## src/rtl/reg_wb_ctrl.sv

```systemverilog
// Register-file write-back arbiter: merges pipeline writes with queued long-latency
// results through one write port, with a pending-destination scoreboard and anti-starvation stall.
module reg_wb_ctrl #(
  parameter int STARVE_LIMIT = 4
) (
  input  logic        clk,
  input  logic        rst_n,
  input  logic        pw_we,
  input  logic [4:0]  pw_wn,
  input  logic [31:0] pw_d,
  output logic        pw_stall,
  input  logic        lu_valid,
  input  logic [4:0]  lu_wn,
  input  logic [31:0] lu_d,
  output logic        lu_ready,
  input  logic        iss_valid,
  input  logic [4:0]  iss_wn,
  input  logic [4:0]  sb_ra,
  input  logic [4:0]  sb_rb,
  output logic        busy_a,
  output logic        busy_b,
  output logic        we,
  output logic [4:0]  wn,
  output logic [31:0] d
);

  localparam int CW = $clog2(STARVE_LIMIT + 1);
  localparam logic [CW-1:0] LIMIT = CW'(STARVE_LIMIT);

  logic [4:0]    fifo_wn [2];
  logic [31:0]   fifo_d  [2];
  logic          wr_ptr_reg;
  logic          rd_ptr_reg;
  logic [1:0]    count_reg;
  logic [1:0]    count_next;
  logic [CW-1:0] starve_reg;
  logic [31:1]   pending_reg;
  logic [31:0]   pending_vec;

  logic          pw_accept;
  logic          push;
  logic          pop;
  logic [4:0]    head_wn;
  logic [31:0]   head_d;

  assign lu_ready  = (count_reg != 2'd2);
  // r0 results are handshaken normally but never occupy a FIFO slot
  assign push      = lu_valid && lu_ready && (lu_wn != 5'd0);
  assign pw_accept = pw_we && (pw_wn != 5'd0) && !pw_stall;
  assign pop       = !pw_accept && (count_reg != 2'd0);
  assign head_wn   = fifo_wn[rd_ptr_reg];
  assign head_d    = fifo_d[rd_ptr_reg];

  always_comb begin
    count_next = count_reg;
    case ({push, pop})
      2'b10:   count_next = count_reg + 2'd1;
      2'b01:   count_next = count_reg - 2'd1;
      default: count_next = count_reg;
    endcase
  end

  always_ff @(posedge clk) begin
    if (push) begin
      fifo_wn[wr_ptr_reg] <= lu_wn;
      fifo_d[wr_ptr_reg]  <= lu_d;
    end
  end

  always_ff @(posedge clk or negedge rst_n) begin
    if (!rst_n) begin
      wr_ptr_reg <= 1'b0;
      rd_ptr_reg <= 1'b0;
      count_reg  <= 2'd0;
    end else begin
      if (push) wr_ptr_reg <= ~wr_ptr_reg;
      if (pop)  rd_ptr_reg <= ~rd_ptr_reg;
      count_reg <= count_next;
    end
  end

  // Starvation counter and the stall it raises once saturated
  always_ff @(posedge clk or negedge rst_n) begin
    if (!rst_n) begin
      starve_reg <= '0;
      pw_stall   <= 1'b0;
    end else begin
      if (count_reg == 2'd0 || pop)
        starve_reg <= '0;
      else if (starve_reg != LIMIT)
        starve_reg <= starve_reg + 1'b1;
      pw_stall <= !pop && (pw_stall || (starve_reg == LIMIT));
    end
  end

  always_ff @(posedge clk or negedge rst_n) begin
    if (!rst_n) begin
      we <= 1'b0;
      wn <= 5'd0;
      d  <= 32'd0;
    end else if (pw_accept) begin
      we <= 1'b1;
      wn <= pw_wn;
      d  <= pw_d;
    end else if (pop) begin
      we <= 1'b1;
      wn <= head_wn;
      d  <= head_d;
    end else begin
      we <= 1'b0;
    end
  end

  // Issue-set wins over pop-clear so a re-issued destination stays busy
  for (genvar gi = 1; gi < 32; gi++) begin : g_pending
    always_ff @(posedge clk or negedge rst_n) begin
      if (!rst_n)
        pending_reg[gi] <= 1'b0;
      else if (iss_valid && iss_wn == 5'(gi))
        pending_reg[gi] <= 1'b1;
      else if (pop && head_wn == 5'(gi))
        pending_reg[gi] <= 1'b0;
    end
  end

  assign pending_vec = {pending_reg, 1'b0};
  assign busy_a      = pending_vec[sb_ra];
  assign busy_b      = pending_vec[sb_rb];

endmodule

```

## config.mk

```make
export PLATFORM = sky130hd
export DESIGN_NAME = reg_wb_ctrl
export DESIGN_NICKNAME = d
export VERILOG_FILES = /design/src/rtl/reg_wb_ctrl.sv
export SDC_FILE = /design/constraint.sdc
export NUM_CORES = 1
export LEC_CHECK = 0
export BUFFER_PORTS_ARGS = -buffer_cell sky130_fd_sc_hd__buf_2
export CAP_MARGIN = 0
export CORE_UTILIZATION = 59
export CTS_CLUSTER_DIAMETER = 200
export DETAILED_ROUTE_END_ITERATION = 16
export HOLD_SLACK_MARGIN = 0.08
export PLACE_DENSITY = 0.9
export SLEW_MARGIN = 20
export SYNTH_ARGS = -nofsm -noshare
export SYNTH_HDL_FRONTEND = slang
export SYNTH_SLANG_ARGS = --single-unit
export TNS_END_PERCENT = 100
```

## constraint.sdc

```tcl
create_clock -name clk -period 6.6 [get_ports clk]
set_clock_uncertainty 0.15 [all_clocks]
set_input_delay 1.32 -clock clk [delete_from_list [all_inputs] [get_ports clk]]
set_output_delay 1.32 -clock clk [all_outputs]
set_load 0.05 [all_outputs]
```

After elaboration in Yosys (flattened, before gate mapping) --
Memories as Yosys holds them, arrays and structs flattened. Index checks and enable logic that the tools add are counted.
Word-level totals: bits of input ports 94, memories 2, output and inout port bits 42, bits in registers 77, RAM bits 74
Memories:
- fifo_d | depth 2, bits a word 32, rd ports 1, clocked after Yosys merged registers in 0, write ports 1, line 31 | logic [31:0] fifo_d [2];
- fifo_wn | depth 2, bits a word 5, rd ports 1, clocked after Yosys merged registers in 0, write ports 1, line 30 | logic [4:0] fifo_wn [2];
Operators by class: equality and inequality tests 67, multiplexer cells 77, bitwise gates (word level) 2, magnitude comparators 2, reduce and logical (&&, ||, !) cells 111, add/sub/neg operators 3
Operator list (count):
- 5-bit equality test, second input constant | 32
- 5-bit by 4-bit equality test with 1-bit output, second input constant | 16
- 2-bit nonzero test | 35
- 1-bit logical AND | 68
- 1-bit 2-to-1 mux | 68
- 32-bit 2-to-1 mux | 2
- 5-bit by 3-bit equality test with 1-bit output, second input constant | 8
- 5-bit by 2-bit equality test with 1-bit output, second input constant | 4
- 5-bit by 6-bit < comparator with 1-bit output, second input constant | 2
- 1-bit binary-select mux with 5-bit select | 2
- 5-bit by 1-bit equality test with 1-bit output, second input constant | 2
- 5-bit 2-to-1 mux | 2
- 5-bit nonzero test | 2
- 3-bit 2-to-1 mux | 2
- 2-bit case mux with 2 select lines | 1
- 3-bit by 1-bit adder with 3-bit output, second input constant | 1
- 3-bit equality test, second input constant | 1
- 1-bit logical NOT | 3
- 3-bit inequality test, second input constant | 1
- 2-bit by 1-bit adder with 2-bit output, second input constant | 1
- 2-bit by 1-bit equality test with 1-bit output, second input constant | 1
- 2-bit equality test, second input constant | 1
- 2-bit logical NOT | 1
- 1-bit logical OR | 2
- other kinds (3) | 4

Depth between registers and ports, before layout --
Gate-level depths: netlist (run 1).
depth after elaboration 8, depth in mapped cells 8, depth with buffers taken out 7

Least setup slack after synthesis (run 1) --
Ideal clock, no wire load.
path type input to output, start input port sb_ra[0], end output port busy_a, stages on the path 5, setup slack 2205 ps, path buffers 1, arrival 2925 ps, path through clkbuf_1 > mux4_2 > mux2_2 > nand3b_1 > nand4_1
Between the ends: longest elaborated chain between the ends 2
RTL lines:
- start: declaration | line 18 | input logic [4:0] sb_ra,
- 1-bit binary-select mux with 5-bit select | line 127 | assign busy_a = pending_vec[sb_ra];
- 1-bit 2-to-1 mux (implied by the code) | line 127
- end: declaration | line 20 | output logic busy_a,
No other way between the ends. The select of a mux whose other input is x is not followed.

Worst setup path after layout (run 1) --
Ends and elaborated chain as after synthesis.

==> metrics.md, run 1 <==
| Metric | Value |
|---|---|
| Avg Cell Area, Syn | roughly 12 um^2 |
| # DRC | 0 |
| Largest net degree at the start of global routing | 88 |
| FILL cells | between 700 and 800 |
| H-Tree Depth | 4 |
| Synth-to-Final Area Change | 20.09% |
| Area after DPL | ~7600 um^2 |
| Hold Startpoint | d[30] |
| Die width | between 100 and 150 um |
| Startpoint types | primary input |
| DRT Pass-1 Iters | 5 |
| # setup viols final | 0 |
| Top cell type by total area after synthesis | edfxtp_1 |
| Post-synthesis mux area share | approximately 10% |
| DRT iter0 DRCs | 507 |
| PwrDens | roughly 470 nW/um^2 |
| Worst Hold Depth | 2 |
| Num CTS Buffers | 17 |
| CTS max path bufs | 2 |
| R2R depth | 6 |
| Initial antenna violation count | 0 |
| Synthesized instance count | between 500 and 600 |
| Top post-synthesis cells by area | edfxtp_1 32%, dfrtp_1 28%, mux2i_1 7.7% |
| Worst VDD drop | about 0.36 mV |
| CTS sink count | 151 |
| Via count | 5,324 |
| Crit path kind | primary input to output pin |
| Internal reg-to-reg setup slack | approximately 3.7 ns |
| Final Max Tran Viols | 0 |
| Site row count | 39 |
| Post-Synth XOR/XNOR Area | 0.7656% |
| Initial Utilization | 60.37% |
| Critical-path cell list | buf_2 > mux4_2 > mux2_2 > nand3b_1 > nand4_1 > buf_2 |
| Final Core Density | 72.50% |
| Post-synth EDFFs | 74 |
| Yosys synthesis warning count | 0 |
| Most frequent cells in the layout | 134 x buf_2, 76 x dfrtp_1, 74 x edfxtp_1 |
| Synth Flop Type | dfrtp_1 |
| Post-synthesis compound-gate area fraction | between 10% and 20% |
| Finished Cell Area | 8243 um^2 |
| Relative slew slack | between 40% and 50% |
| Main combinational cell family by area after synthesis | compound AO/OA/AOI/OAI gates |
| Max_cap viols | 0 |
| Post-Route WL | 17,260 um |
| Commonest non-fill, non-tap cell in the layout | buf_2 |
| Share of the synthesized area in the top cell type | between 30% and 40% |
| Crit Reg-Reg Startpoint | count_reg[1] |
| CP Max Fanout | 7 |
| Status | complete, no violations |
| CTS tree | done |
| Adder-cell share of the synthesized area | less than 1% |
| Final period utilization | 63.02% |
| Synth cell types | 45 |
| Inserted Diodes | 0 |
| Critical path's slowest cell | mux4_2 |
| Worst min-delay path class | flip-flop to flip-flop |
| Clock Pin Slew Worst Setup and Hold Paths | ~0.060 ns |
| DP Wirelength | roughly 11,000 um |
| Hold path endpoint | d[30] |
| First-pass GRT wire length | roughly 26,000 um |
| FF-to-FF End | count_reg[1] |
| Layout Nets | 803 |
| Syn_nets | about 680 |
| Synthesis-stage register bit count | around 150 |
| Slew of the pin with the lowest slew margin | roughly 0.88 ns |
| Core area | 11,370 um^2 |
| Final Hold Fails | 0 |
| Worst path most repeated cell | buf_2 |
| Worst path buffer plus inverter count | 2 |
| Drt via density | between 6 and 7 |
| CTS Hold Bufs | 0 |
| Final WS setup | about 2.4 ns |
| Post-synthesis sequential area ratio | a little over 60% |
| Vias in the first global route | just over 5,000 |
| Root Driver | clkbuf_16 |
| Ys async rst share | 50.99% |
| Resize count post-CTS | 0 |
| Io pins | between 100 and 150 |
| Final Power | ~0.0039 W |
| FMAX | around 0.24 GHz |
| WP data arrival | ~2.7 ns |
| CP peak stage delay | roughly 0.52 ns |
| Worst skew pair latency | between 0.4 and 0.5 ns |
| Height of the die | between 100 and 150 um |
| All-Layer GR Usage | between 20% and 30% |
| RSZ-0062 raised after global routing | false |
| Simple-gate share of the synthesized area | a little under an eighth |
| Worst EP required | about 5.1 ns |
| Post-CTS setup buffer count | 0 |
| Worst setup EP type | output pin |
| Setup_tns | 0 ns |
| Share of layout cells above drive strength 1 | 26.29% |
| Die Footprint | about 12,000 um^2 |
| Crit-path leading delay family | multiplexers |
| DR WL/cell | 20.02 um |
| Lkg Pwr | ~3.5 nW |
| Overflow after GRT | 0 |
| Number of port buffers | 135 |
| Largest register FFs | 64 |
| Post-route ant nets | 0 |
| Final GP Congestion | just over 0.9 |
| Fin crit period | roughly 4.2 ns |
| Pre-CTS setup slack | 2.442 ns |
| Cell Area, Synth | between 6000 and 7000 um^2 |
synth_stat cells (2+ instances only):
cell	n
dfrtp_1	77
edfxtp_1	74
nand2_1	66
mux2i_1	53
nor2_1	47
a21oi_1	43
o21ai_0	39
clkbuf_1	20
o41ai_1	15
a21o_1	12
o2bb2ai_1	12
inv_1	11
nand3_1	11
a22oi_1	9
nand2b_1	9
nor2b_1	9
o21ai_1	9
buf_2	6
mux4_2	6
buf_1	4
nor3_1	4
or4_4	4
xnor2_1	4
buf_6	3
ha_1	3
nand4_1	3
nand4b_1	3
mux2_2	2
nand3b_1	2
nor4bb_1	2
o211ai_1	2
o22a_1	2
or4_1	2
xor2_1	2
kinds of logic (layout without fill, tap and decap cells):
| kind of cell | Yosys count | count (layout) |
|---|---|---|
| compound gates | 148 | 148 |
| xor+xnor | 6 | 6 |
| mux | 63 | 63 |
| buf+inv | 44 | 182 |
| fa+ha+maj | 3 | 3 |
| flops | 151 | 151 |
| simple gates | 166 | 166 |
worst reg2reg max path, delay by kind of cell (launching register included):
family                     cells  cell delay [ns]
xor gates and xnor gates       1             0.22
adders and majority gates      1             0.40
buffers and inverters          1             0.54
and+or+nand+nor                3             1.04
DFF                            1             0.46
how the worst max path moves through the flow:
stage              to  startpoint  slack (ns)  depth (start not counted)
2_1_floorplan  busy_a    sb_ra[0]        2.20                          5
3_3_place_gp   busy_a    sb_ra[0]        2.49                          6
3_5_place_dp   busy_a    sb_ra[0]        2.44                          6
4_1_cts        busy_a    sb_ra[0]        2.44                          6
5_1_grt        busy_a    sb_ra[0]        2.40                          6
6_report       busy_a    sb_ra[0]        2.44                          6
routing by layer:
metal | up-vias | track usage [%] | share of wire (%)
met5 | - | 0 | 0
met1 | 2592 | 36.11 | 38
met4 | 0 | 13.43 | 2.8
met2 | 292 | 48.30 | 50
met3 | 48 | 9.010 | 9.0
li1 | 2392 | - | -
layout make-up:
class | instances | area, um^2 | share of cell area [%]
Multi-Input combinational cell | 386 | 2542 | 30.84
Clock inverter | 14 | 148.9 | 1.806
Clock buffer | 18 | 429.2 | 5.206
Tap cell | 143 | 178.9 | 2.171
Inverter | 11 | 41.29 | 0.5009
Timing Repair Buffer | 139 | 752.0 | 9.123
Sequential cell | 151 | 4150 | 50.35
where the power goes:
part	internal, W	switching (W)
clock	0.000558	0.000390
sequential	0.00128	0.000207
combinational	0.000455	0.000979
metrics by stage:
stage | instances | hold WS (ns)
2_1_floorplan | 581 | 0.3181
3_3_place_gp | 828 | 0.3741
6_report | 862 | 0.4003
3_5_place_dp | 828 | 0.3935
4_1_cts | 860 | 0.4050
5_1_grt | 862 | 0.4314
(Power assumes the default switching activity.)
==> run 2: changes to the inputs <==
--- a/config.mk
+++ b/config.mk
@@ -5,13 +5,14 @@
 export SDC_FILE = /design/constraint.sdc
 export NUM_CORES = 1
 export LEC_CHECK = 0
+export ABC_AREA = 1
 export BUFFER_PORTS_ARGS = -buffer_cell sky130_fd_sc_hd__buf_2
 export CAP_MARGIN = 0
-export CORE_UTILIZATION = 59
+export CORE_UTILIZATION = 50
 export CTS_CLUSTER_DIAMETER = 200
 export DETAILED_ROUTE_END_ITERATION = 16
 export HOLD_SLACK_MARGIN = 0.08
-export PLACE_DENSITY = 0.9
+export PLACE_DENSITY = 0.81
 export SLEW_MARGIN = 20
 export SYNTH_ARGS = -nofsm -noshare
 export SYNTH_HDL_FRONTEND = slang
==> constraint.sdc (replaced) <==
create_clock -name clk -period 3.7 [get_ports clk]
set_clock_uncertainty 0.15 [all_clocks]
set_input_delay 0.74 -clock clk [delete_from_list [all_inputs] [get_ports clk]]
set_output_delay 0.74 -clock clk [all_outputs]
set_load 0.05 [all_outputs]
==> metrics.md, run 2 <==
| Metric | Value |
|---|---|
| Status | complete, no violations (unchanged) |
| Root Driver | clkbuf_16 (unchanged) |
| Synth Flop Type | dfrtp_1 (unchanged) |
| Post-synthesis sequential area ratio | 60.08% (was 60.44%) |
| Crit Reg-Reg Startpoint | rd_ptr_reg (was count_reg[1]) |
| Setup_tns | 0 ns (unchanged) |
| DRT Pass-1 Iters | 5 (unchanged) |
| Switching share of power | 43.07% (was 40.77%) |
| CP Max Fanout | 17 (was 7) |
| Comb power frac | 38.0% (was 37.1%) |
| Largest net degree at the start of global routing | 78 (was 88) |
| FF-to-FF End | pending_reg[13] (was count_reg[1]) |
| Site row count | 42 (was 39) |
| Worst Hold Depth | 2 (unchanged) |
| Io pins | 136 (unchanged) |
| Int Pwr | 0.004093 W (was 0.002290 W) |
| FMAX | 0.3347 GHz |
| Max_cap viols | 0 (unchanged) |
| # setup viols final | 0 (unchanged) |
| Drt via density | 5.281 (was 6.176) |
| Synth-to-Final Area Change | 20.18% (was 20.09%) |
| Syn_nets | 847 (was 678) |
| Area after DPL | 7732 um^2 (was 7606 um^2) |
| Final Core Density | 62.18% (was 72.50%) |
| Worst path most repeated cell | nand2_1 (was buf_2) |
| Die width | 119.5 um (was 109.9 um) |
| Yosys synthesis warning count | 0 (unchanged) |
| Synthesized instance count | 750 (was 581) |
| Worst skew pair latency | 0.42 ns (was 0.43 ns) |
| FILL cells | 1,118 (was 730) |
| Clock Pin Slew Worst Setup and Hold Paths | 0.06 ns (about the same) |
| Number of port buffers | 135 (unchanged) |
| Worst setup EP type | output pin (unchanged) |
| Worst min-delay path class | flip-flop to flip-flop (unchanged) |
| Final Power | 0.007190 W (was 0.003866 W) |
| DRT iter0 DRCs | 330 (was 507) |
| NetSw | 0.003097 W (was 0.001576 W) |
| Final period utilization | between 80% and 90% |
| Synth cell types | 27 (was 45) |
| Hold Startpoint | d[8] (was d[30]) |
| Clock share of power | 23.0% (was 24.5%) |
| Startpoint types | primary input (unchanged) |
| Critical path's slowest cell | inv_1 (was mux4_2) |
| Resize count post-CTS | 0 (unchanged) |
| # DRC | 0 (unchanged) |
| Largest register FFs | 64 (unchanged) |
| Worst EP required | 2.81 ns (was 5.13 ns) |
| Vias in the first global route | 5,548 (was 5,152) |
| Hold Slack | 0.3280 ns (was 0.4003 ns) |
| Top cell type by total area after synthesis | edfxtp_1 (unchanged) |
| Post-route ant nets | 0 (unchanged) |
| Relative slew slack | 29.69% (was 41.05%) |
| Height of the die | 119.5 um (was 109.9 um) |
| CTS sink count | 151 (unchanged) |
| Initial antenna violation count | 3 (was 0) |
| Sequential share of power | 39.0% (was 38.4%) |
| Overflow after GRT | 0 (unchanged) |
| Post-Route WL | 17,030 um (was 17,260 um) |
| DP Wirelength | 11,710 um (was 11,390 um) |
| CP peak stage delay | 0.36 ns (was 0.52 ns) |
| Final GP Congestion | 0.9151 (was 0.9224) |
| Post-CTS setup buffer count | 0 (unchanged) |
| Via count | 5,667 (was 5,324) |
| Finished Cell Area | 8299 um^2 (was 8243 um^2) |
| Slew of the pin with the lowest slew margin | 1.051 ns (was 0.8843 ns) |
| Num CTS Buffers | 17 (unchanged) |
| Initial Utilization | 51.73% (was 60.37%) |
| Fin crit period | between 2 and 3 ns |
| Lkg Pwr | 3.799 nW (was 3.459 nW) |
| Top-count cell post-synth | nand2_1 (was dfrtp_1) |
| CTS Hold Bufs | 0 (unchanged) |
| Worst VDD drop | 0.5186 mV (was 0.3571 mV) |
| Commonest non-fill, non-tap cell in the layout | nand2_1 (was buf_2) |
| H-Tree Depth | 4 (unchanged) |
| DR WL/cell | 15.88 um (was 20.02 um) |
| Layout Nets | 979 (was 803) |
| Most frequent cells in the layout | 308 x nand2_1, 134 x buf_2, 82 x nand3_1 (was 134 x buf_2, 76 x dfrtp_1, 74 x edfxtp_1) |
| Synthesis-stage register bit count | 151 (unchanged) |
| First-pass GRT wire length | 27,830 um (was 26,030 um) |
| Die Footprint | 14,290 um^2 (was 12,070 um^2) |
| Share of the synthesized area in the top cell type | 32.18% (was 32.37%) |
| Critical Path Start | sb_rb[0] (was sb_ra[0]) |
| Crit path kind | primary input to output pin (unchanged) |
| All-Layer GR Usage | 25.44% (was 29.55%) |
| PwrDens | 866.4 nW/um^2 (was 469.0 nW/um^2) |
| R2R depth | 7 (was 6) |
| Final Max Tran Viols | 0 (unchanged) |
| Top post-synthesis cells by count | 308 x nand2_1, 82 x nand3_1, 77 x dfrtp_1, 74 x edfxtp_1, 34 x inv_1 (was 77 x dfrtp_1, 74 x edfxtp_1, 66 x nand2_1, 53 x mux2i_1, 47 x nor2_1) |
| Worst Setup EP | busy_b (was busy_a) |
| Critical-path cell list | buf_2 > inv_1 > nand2_1 > nand3_1 > nand3_1 > nand2_1 > nand2_1 > nand2_1 > nand2_1 > nand2_1 > buf_2 (was buf_2 > mux4_2 > mux2_2 > nand3b_1 > nand4_1 > buf_2) |
| Share of layout cells above drive strength 1 | 21.23% (was 26.29%) |
| Cell Area, Synth | 6905 um^2 (was 6864 um^2) |
| Avg Cell Area, Syn | 9.207 um^2 (was 11.81 um^2) |
| RSZ-0062 raised after global routing | false (unchanged) |
| WP data arrival | 2.10 ns (was 2.69 ns) |
| Internal reg-to-reg setup slack | 1.29 ns (was 3.70 ns) |
| Ys async rst share | 50.99% (unchanged) |
| Post-synth EDFFs | 74 (unchanged) |
| Core area | 13,350 um^2 (was 11,370 um^2) |
| CTS max path bufs | 2 (unchanged) |
| Final Hold Fails | 0 (unchanged) |
| CTS tree | done (unchanged) |
| Top post-synthesis cells by area | edfxtp_1 32%, dfrtp_1 28%, nand2_1 17% (was edfxtp_1 32%, dfrtp_1 28%, mux2i_1 7.7%) |
-- run 2: cell count changes in the layout (fill, tap and decap cells not counted), moves of 12 or more --
| cell | before | now |
|---|---|---|
| a21o_1 | 12 | 0 |
| a21oi_1 | 43 | 7 |
| inv_1 | 11 | 34 |
| mux2i_1 | 53 | 16 |
| nand2_1 | 66 | 308 |
| nand3_1 | 11 | 82 |
| nor2_1 | 44 | 29 |
| o211ai_1 | 2 | 22 |
| o21ai_0 | 39 | 8 |
| o21ai_1 | 9 | 33 |
| o2bb2ai_1 | 12 | 0 |
| o41ai_1 | 15 | 0 |
-- run 2: through the flow --
| stage | cells | worst slack, ns |
|---|---|---|
| after CTS | 1071 | 0.7317 |
| after detailed placement | 1039 | 0.7356 |
| after global routing | 1072 | 0.5503 |
| after global placement | 1039 | 0.7475 |
| final | 1073 | 0.7125 |
| after floorplan | 750 | 0.4774 |
-- run 2: final cells by class --
cell class              instances  area, um^2  share of cell area [%]
well taps                     176       220.2                   2.653
multi-input cells             533        2484                   29.93
clock inverters                14       132.6                   1.598
inverters                      38       142.6                   1.719
flip-flops and latches        151        4150                   50.01
clock buffers                  18       429.2                   5.171
repair buffers                141       735.7                   8.865
diodes                          2       5.005                 0.06030
-- run 2: metal layers --
metal  track usage [%]  part of all wire (%)  vias up
li1                  -                     -     2757
met1             32.48                    41     2644
met2             41.22                    49      227
met3             5.941                   7.0       39
met4             11.72                   2.7        0
met5                 0                     0        -
-- run 2: critical path: cells and delay by family --
kind                   cells  cell delay (ns)
and+or+nand+nor            8             0.54
buffers and inverters      3             0.81
-- run 2: logic make-up (layout without fill, tap and decap cells) --
family / after synthesis / after routing / share of synthesized area [%]
and+or+nand+nor: 436 / 436 / 26.00
DFF: 151 / 151 / 60.08
AOI/OAI and AO/OA: 72 / 72 / 6.124
xor gates and xnor gates: 6 / 6 / 0.7611
muxes: 16 / 16 / 2.319
buffers and inverters: 66 / 211 / 4.167
other: 0 / 2 / 0
adders and majority gates: 3 / 3 / 0.5436
-- run 2: how the worst min path moves through the flow --
stage,end,slack (ns)
CTS,pending_reg[5],0.33
global route,fifo_d[0][24],0.35
finish,d[8],0.33
floorplan,count_reg[0],0.29
global placement,d[23],0.31
detailed placement,pending_reg[5],0.32
-- run 2: power by group through the flow --
stage	logic (W)	registers [W]	clock network, W
finish	0.00273	0.00280	0.00165
global route	0.00299	0.00286	0.00174
CTS	0.00274	0.00279	0.00166
detailed placement	0.00273	0.00281	0
global placement	0.00269	0.00280	0
floorplan	0.00141	0.00333	0
